File: config.mk
export PLATFORM = sky130hd
export DESIGN_NAME = mole_game_ctrl_flat
export DESIGN_NICKNAME = d
export VERILOG_FILES = /design/src/rtl/mole_game_ctrl_if.sv /design/src/rtl/mole_game_ctrl.sv /design/src/flat_wrapper.sv
export SDC_FILE = /design/constraint.sdc
export NUM_CORES = 1
export LEC_CHECK = 0
export ABC_AREA = 1
export CAP_MARGIN = 15
export CORE_MARGIN = 2
export CORE_UTILIZATION = 55
export CTS_CLUSTER_SIZE = 14
export DETAILED_ROUTE_END_ITERATION = 8
export MAX_ROUTING_LAYER = met4
export PLACE_DENSITY = 0.76
export RECOVER_POWER = 100
export SETUP_SLACK_MARGIN = 0.15
export SLEW_MARGIN = 10
export SYNTH_ARGS = -nofsm -noshare
export SYNTH_HDL_FRONTEND = slang
export SYNTH_SLANG_ARGS = --single-unit
File: constraint.sdc
create_clock -name clk -period 6.15 [get_ports clk]
set_input_delay 1.23 -clock clk [delete_from_list [all_inputs] [get_ports clk]]
set_output_delay 1.23 -clock clk [all_outputs]
set_load 0.005 [all_outputs]
File: src/rtl/mole_game_ctrl_if.sv
// Signal bundle between the mole game sequencer and its stimulus side.
// The master drives the pulses and tick, and the slave (the sequencer) returns the game status.
interface mole_game_ctrl_if;
    logic       tick_1s;
    logic       start;
    logic       hit;
    logic       miss;
    logic [2:0] state;
    logic [7:0] score;
    logic [2:0] lives;
    logic [1:0] level;
    logic [6:0] time_left;

    modport master (
        output tick_1s, start, hit, miss,
        input  state, score, lives, level, time_left
    );

    modport slave (
        input  tick_1s, start, hit, miss,
        output state, score, lives, level, time_left
    );
endinterface

File: src/rtl/mole_game_ctrl.sv
// Mole game sequencer: countdown, play, level-up and end states, with score, lives, level and time.
// Every status output comes straight from a register and updates on the edge that samples the pulse.
module mole_game_ctrl #(
    parameter int READY_SEC   = 3,
    parameter int PLAY_SEC    = 60,
    parameter int LIVES_INIT  = 3,
    parameter int LEVEL_STEP  = 5,
    parameter int CLEAR_SCORE = 20,
    parameter int MAX_LEVEL   = 3
) (
    input  logic               clk,
    input  logic               rst_n,
    mole_game_ctrl_if.slave    bus
);

    typedef enum logic [2:0] {
        ST_IDLE       = 3'd0,
        ST_READY      = 3'd1,
        ST_PLAY       = 3'd2,
        ST_GAME_OVER  = 3'd3,
        ST_LEVEL_UP   = 3'd4,
        ST_GAME_CLEAR = 3'd5
    } state_t;

    localparam logic [6:0] READY_TIME  = 7'(READY_SEC);
    localparam logic [6:0] PLAY_TIME   = 7'(PLAY_SEC);
    localparam logic [2:0] LIVES_START = 3'(LIVES_INIT);
    localparam logic [7:0] CLEAR_PTS   = 8'(CLEAR_SCORE);
    localparam logic [1:0] LEVEL_MAX   = 2'(MAX_LEVEL);

    // Kept as a plain vector so that an illegal code (6 or 7) can exist and be recovered from.
    logic [2:0] state_reg;
    logic [7:0] score_reg;
    logic [2:0] lives_reg;
    logic [1:0] level_reg;
    logic [6:0] time_reg;

    logic [7:0] score_next;
    logic [2:0] lives_next;
    logic [6:0] time_next;
    logic       level_step;

    // Saturating post-event values; PLAY decides its next state from these, not the old counts.
    always_comb begin
        score_next = score_reg;
        lives_next = lives_reg;
        time_next  = time_reg;
        level_step = 1'b0;
        if (bus.hit && score_reg != 8'hFF)
            score_next = score_reg + 8'd1;
        if (bus.miss && lives_reg != 3'd0)
            lives_next = lives_reg - 3'd1;
        if (bus.tick_1s && time_reg != 7'd0)
            time_next = time_reg - 7'd1;
        if (bus.hit && score_reg != 8'hFF && level_reg < LEVEL_MAX
            && ((32'(score_next) % LEVEL_STEP) == 0))
            level_step = 1'b1;
    end

    always_ff @(posedge clk or negedge rst_n) begin
        if (!rst_n) begin
            state_reg <= ST_IDLE;
            score_reg <= 8'd0;
            lives_reg <= LIVES_START;
            level_reg <= 2'd0;
            time_reg  <= 7'd0;
        end else begin
            case (state_reg)
                ST_IDLE, ST_GAME_OVER, ST_GAME_CLEAR: begin
                    if (bus.start) begin
                        state_reg <= ST_READY;
                        time_reg  <= READY_TIME;
                        score_reg <= 8'd0;
                        lives_reg <= LIVES_START;
                        level_reg <= 2'd0;
                    end
                end
                ST_READY: begin
                    if (bus.tick_1s) begin
                        if (time_reg == 7'd1) begin
                            state_reg <= ST_PLAY;
                            time_reg  <= PLAY_TIME;
                        end else begin
                            time_reg  <= time_next;
                        end
                    end
                end
                ST_PLAY: begin
                    score_reg <= score_next;
                    lives_reg <= lives_next;
                    time_reg  <= time_next;
                    if (score_next >= CLEAR_PTS)
                        state_reg <= ST_GAME_CLEAR;
                    else if (lives_next == 3'd0 || time_next == 7'd0)
                        state_reg <= ST_GAME_OVER;
                    else if (level_step) begin
                        state_reg <= ST_LEVEL_UP;
                        level_reg <= level_reg + 2'd1;
                    end
                end
                ST_LEVEL_UP: begin
                    if (bus.tick_1s) begin
                        time_reg  <= time_next;
                        state_reg <= (time_next == 7'd0) ? ST_GAME_OVER : ST_PLAY;
                    end
                end
                default: state_reg <= ST_IDLE;
            endcase
        end
    end

    assign bus.state     = state_reg;
    assign bus.score     = score_reg;
    assign bus.lives     = lives_reg;
    assign bus.level     = level_reg;
    assign bus.time_left = time_reg;

endmodule
File: src/flat_wrapper.sv
// flat-port wrapper written by rule: the top's interface ports become plain ports
module mole_game_ctrl_flat 
#(
    parameter int READY_SEC   = 3,
    parameter int PLAY_SEC    = 60,
    parameter int LIVES_INIT  = 3,
    parameter int LEVEL_STEP  = 5,
    parameter int CLEAR_SCORE = 20,
    parameter int MAX_LEVEL   = 3
)
  (clk, rst_n, bus_tick_1s, bus_start, bus_hit, bus_miss, bus_state, bus_score, bus_lives, bus_level, bus_time_left);
  mole_game_ctrl_if bus_i ();
  input  logic clk;
  input  logic rst_n;
  input wire logic [$bits(bus_i.tick_1s)-1:0] bus_tick_1s;
  input wire logic [$bits(bus_i.start)-1:0] bus_start;
  input wire logic [$bits(bus_i.hit)-1:0] bus_hit;
  input wire logic [$bits(bus_i.miss)-1:0] bus_miss;
  output wire logic [$bits(bus_i.state)-1:0] bus_state;
  output wire logic [$bits(bus_i.score)-1:0] bus_score;
  output wire logic [$bits(bus_i.lives)-1:0] bus_lives;
  output wire logic [$bits(bus_i.level)-1:0] bus_level;
  output wire logic [$bits(bus_i.time_left)-1:0] bus_time_left;
  assign bus_i.tick_1s = bus_tick_1s;
  assign bus_i.start = bus_start;
  assign bus_i.hit = bus_hit;
  assign bus_i.miss = bus_miss;
  assign bus_state = bus_i.state;
  assign bus_score = bus_i.score;
  assign bus_lives = bus_i.lives;
  assign bus_level = bus_i.level;
  assign bus_time_left = bus_i.time_left;
  mole_game_ctrl #(.READY_SEC(READY_SEC), .PLAY_SEC(PLAY_SEC), .LIVES_INIT(LIVES_INIT), .LEVEL_STEP(LEVEL_STEP), .CLEAR_SCORE(CLEAR_SCORE), .MAX_LEVEL(MAX_LEVEL)) u_core (.clk(clk), .rst_n(rst_n), .bus(bus_i));
endmodule
==> results_dict.tcl <==
set metrics [dict create \
    maxSlewHeadroom 0.1089 \
    pre_cts_ws_ps -666.9 \
    start_util 0.5729 \
    slowest_stage "buf_4" \
    first_iter_violations 466 \
    crit_arrival_ps 6230 \
    dpl.cell_count 784 \
    fmax_mhz 165.3 \
    ios 29 \
    setup_violations 0 \
    peakVddDrop_mv 0.3025 \
    avgViaCountPerCell 5.865 \
    min_path_type "flip-flop to flip-flop" \
    diodes 0 \
    portBuffers 28 \
    grt_max_degree 24 \
    cts_num_sinks 23 \
    hold_depth 2 \
    drt_first_pass_iters 5 \
    ctsHoldBuffers 0 \
    hold_viol_final 0 \
    final_common_cell "nand2_1" \
    leakagePower_uw 0.003002 \
    rr_startpoint "u_core.bus.score[1]" \
    rsz0062_at_grt "yes" \
    fin_crit_sh 0.9838 \
    detail-route-antenna-nets 0 \
    htree_levels 1 \
    syn-instance-count 577 \
    antenna_found_initial 0 \
    cts_buffers 3 \
    dr_total_vias 4774 \
    final_cell_mix "144 x nand2_1, 121 x buf_4, 69 x inv_1" \
    drc_errors 0 \
    required_ps 6330 \
    end_kind "flip-flop" \
    yosys.cell_types.count 39 \
    grt_pass1_vias 4303 \
    globalRouteTotalUtil 0.3361 \
    hp-start "u_core.bus.state[1]" \
    ys_warn_count 0 \
    skew_ps 4.356 \
    fin_ws_ps 99.83 \
    core_area_um2 5956 \
    cp-start-kind "primary input" \
    wl_per_cell_um 16.34 \
    status "finished clean" \
    fp-row-count 28 \
    hold_end "u_core.bus.state[1]" \
    cpPeakStageDelay_ps 170 \
    overflow 0 \
    drt-total-wl_mm 13.30 \
    clk_latency_ps 280 \
    r2r_slack_ps 180 \
    synth_fp_nets 595 \
    die_w_um 82.77 \
    crit_fanout 10 \
    drive_gt1_frac 0.4005 \
    area_growth_pct 56.07 \
    rr_endpoint "u_core.bus.level[0]" \
    fin_crit_ps 6050 \
    syn-cell-area_um2 3412 \
    die_height_um 82.77 \
    grt_pass1_wl_mm 17.79 \
    gp_congestion 0.9520 \
    r2r_cells 52 \
    cts_tree "done" \
    hpwl_mm 8.243 \
    tightestPinTransition_ps 1337 \
    crit_type "primary input to flip-flop" \
    die_area_um2 6850 \
    largest_reg_flops 8 \
    fin_setup_tns_ps 0 \
    layout.cells.non_filler 814 \
    fin_nets 758 \
    avgSynthCellArea_um2 5.913 \
    maxCapViolations 0 \
    slew_viol_final 0 \
    p_per_area_nw_per_um2 293.6 \
    cts_root_buf "clkbuf_8" \
    ys_ff_latch 23 \
    cts.clk_slew.worst_paths_ps 100 \
    utilization 0.8941 \
    cts_buffer_depth 2 \
    num-fill-cells 298 \
    yosysSeqAreaShare 0.1694 \
]
report_power, final:
part	internal (uW)	switching (uW)	leakage [uW]
clock network	45.6	58.9	0.0000255
registers	199	50.2	0.000300
logic	489	721	0.00268
synthesized netlist by cell type (all sizes together):
library cell,number,share of area
a211oi,1,0.0022
a21oi,13,0.019
a22o,2,0.0051
a22oi,4,0.0088
a31oi,1,0.0018
and2,2,0.0037
buf,3,0.0081
clkbuf,1,0.0011
clkinv,3,0.0037
dfrtp,21,0.15
dfstp,2,0.015
ha,12,0.044
inv,84,0.092
nand2,212,0.27
nand3,68,0.12
nand3b,1,0.0022
nand4,24,0.046
nor2,74,0.11
nor3,4,0.0059
nor4,1,0.0018
o21ai,21,0.033
o22ai,9,0.017
or2,1,0.0018
xnor2,1,0.0026
xor2,12,0.031
worst max-delay path by stage:
stage                 start  depth (start not counted)             endpoint  slack, ps
floorplan           bus_hit                         49  u_core.bus.state[0]        150
global placement    bus_hit                         49  u_core.bus.state[0]       -400
detailed placement  bus_hit                         49  u_core.bus.state[0]       -670
CTS                 bus_hit                         51  u_core.bus.state[0]        150
global route        bus_hit                         47  u_core.bus.level[0]       -230
finish              bus_hit                         49  u_core.bus.level[0]        100
critical path, delay by kind of cell:
kind	cells	cell delay (ps)
compound gates	1	160
fa+ha+maj	1	170
buf+inv	11	1140
simple gates	36	3500
cells by family after synthesis:
group / count (synthesis) / synth area share
simple gates: 387 / 0.5614
buf+inv: 91 / 0.1052
compound gates: 51 / 0.08654
flops: 23 / 0.1694
xor+xnor: 13 / 0.03337
fa+ha+maj: 12 / 0.04400
through the flow:
step                hold slack (ps)  cell area, um2  total power (uW)
finish                        514.5            5325              1564
global route                  548.2            5325              1683
CTS                           516.9            4793              1313
detailed placement            497.4            4576              1158
global placement              491.4            4576              1129
floorplan                     485.8            3422             816.2
routing by layer:
layer,part of all wire,track usage
met1,0.37,0.3747
met2,0.50,0.6282
met3,0.079,0.03261
met4,0.052,0.1049
met5,0,-
area by class of cell:
class | instances | area [um2] | share of cell area
Multi-Input combinational cell | 464 | 2943 | 0.5526
Timing Repair Buffer | 161 | 1325 | 0.2488
Sequential cell | 23 | 579.3 | 0.1088
Inverter | 87 | 337.8 | 0.06344
Tap cell | 75 | 93.84 | 0.01762
Clock buffer | 3 | 41.29 | 0.007754
Clock inverter | 1 | 5.005 | 0.0009398
repair_timing:
action	in CTS	in global routing
pin swaps	18	62
setup buffers	8	16
cloned	1	1
resized for setup	27	110
setup endpoints to repair	5	5
(Power assumes the default switching activity.)
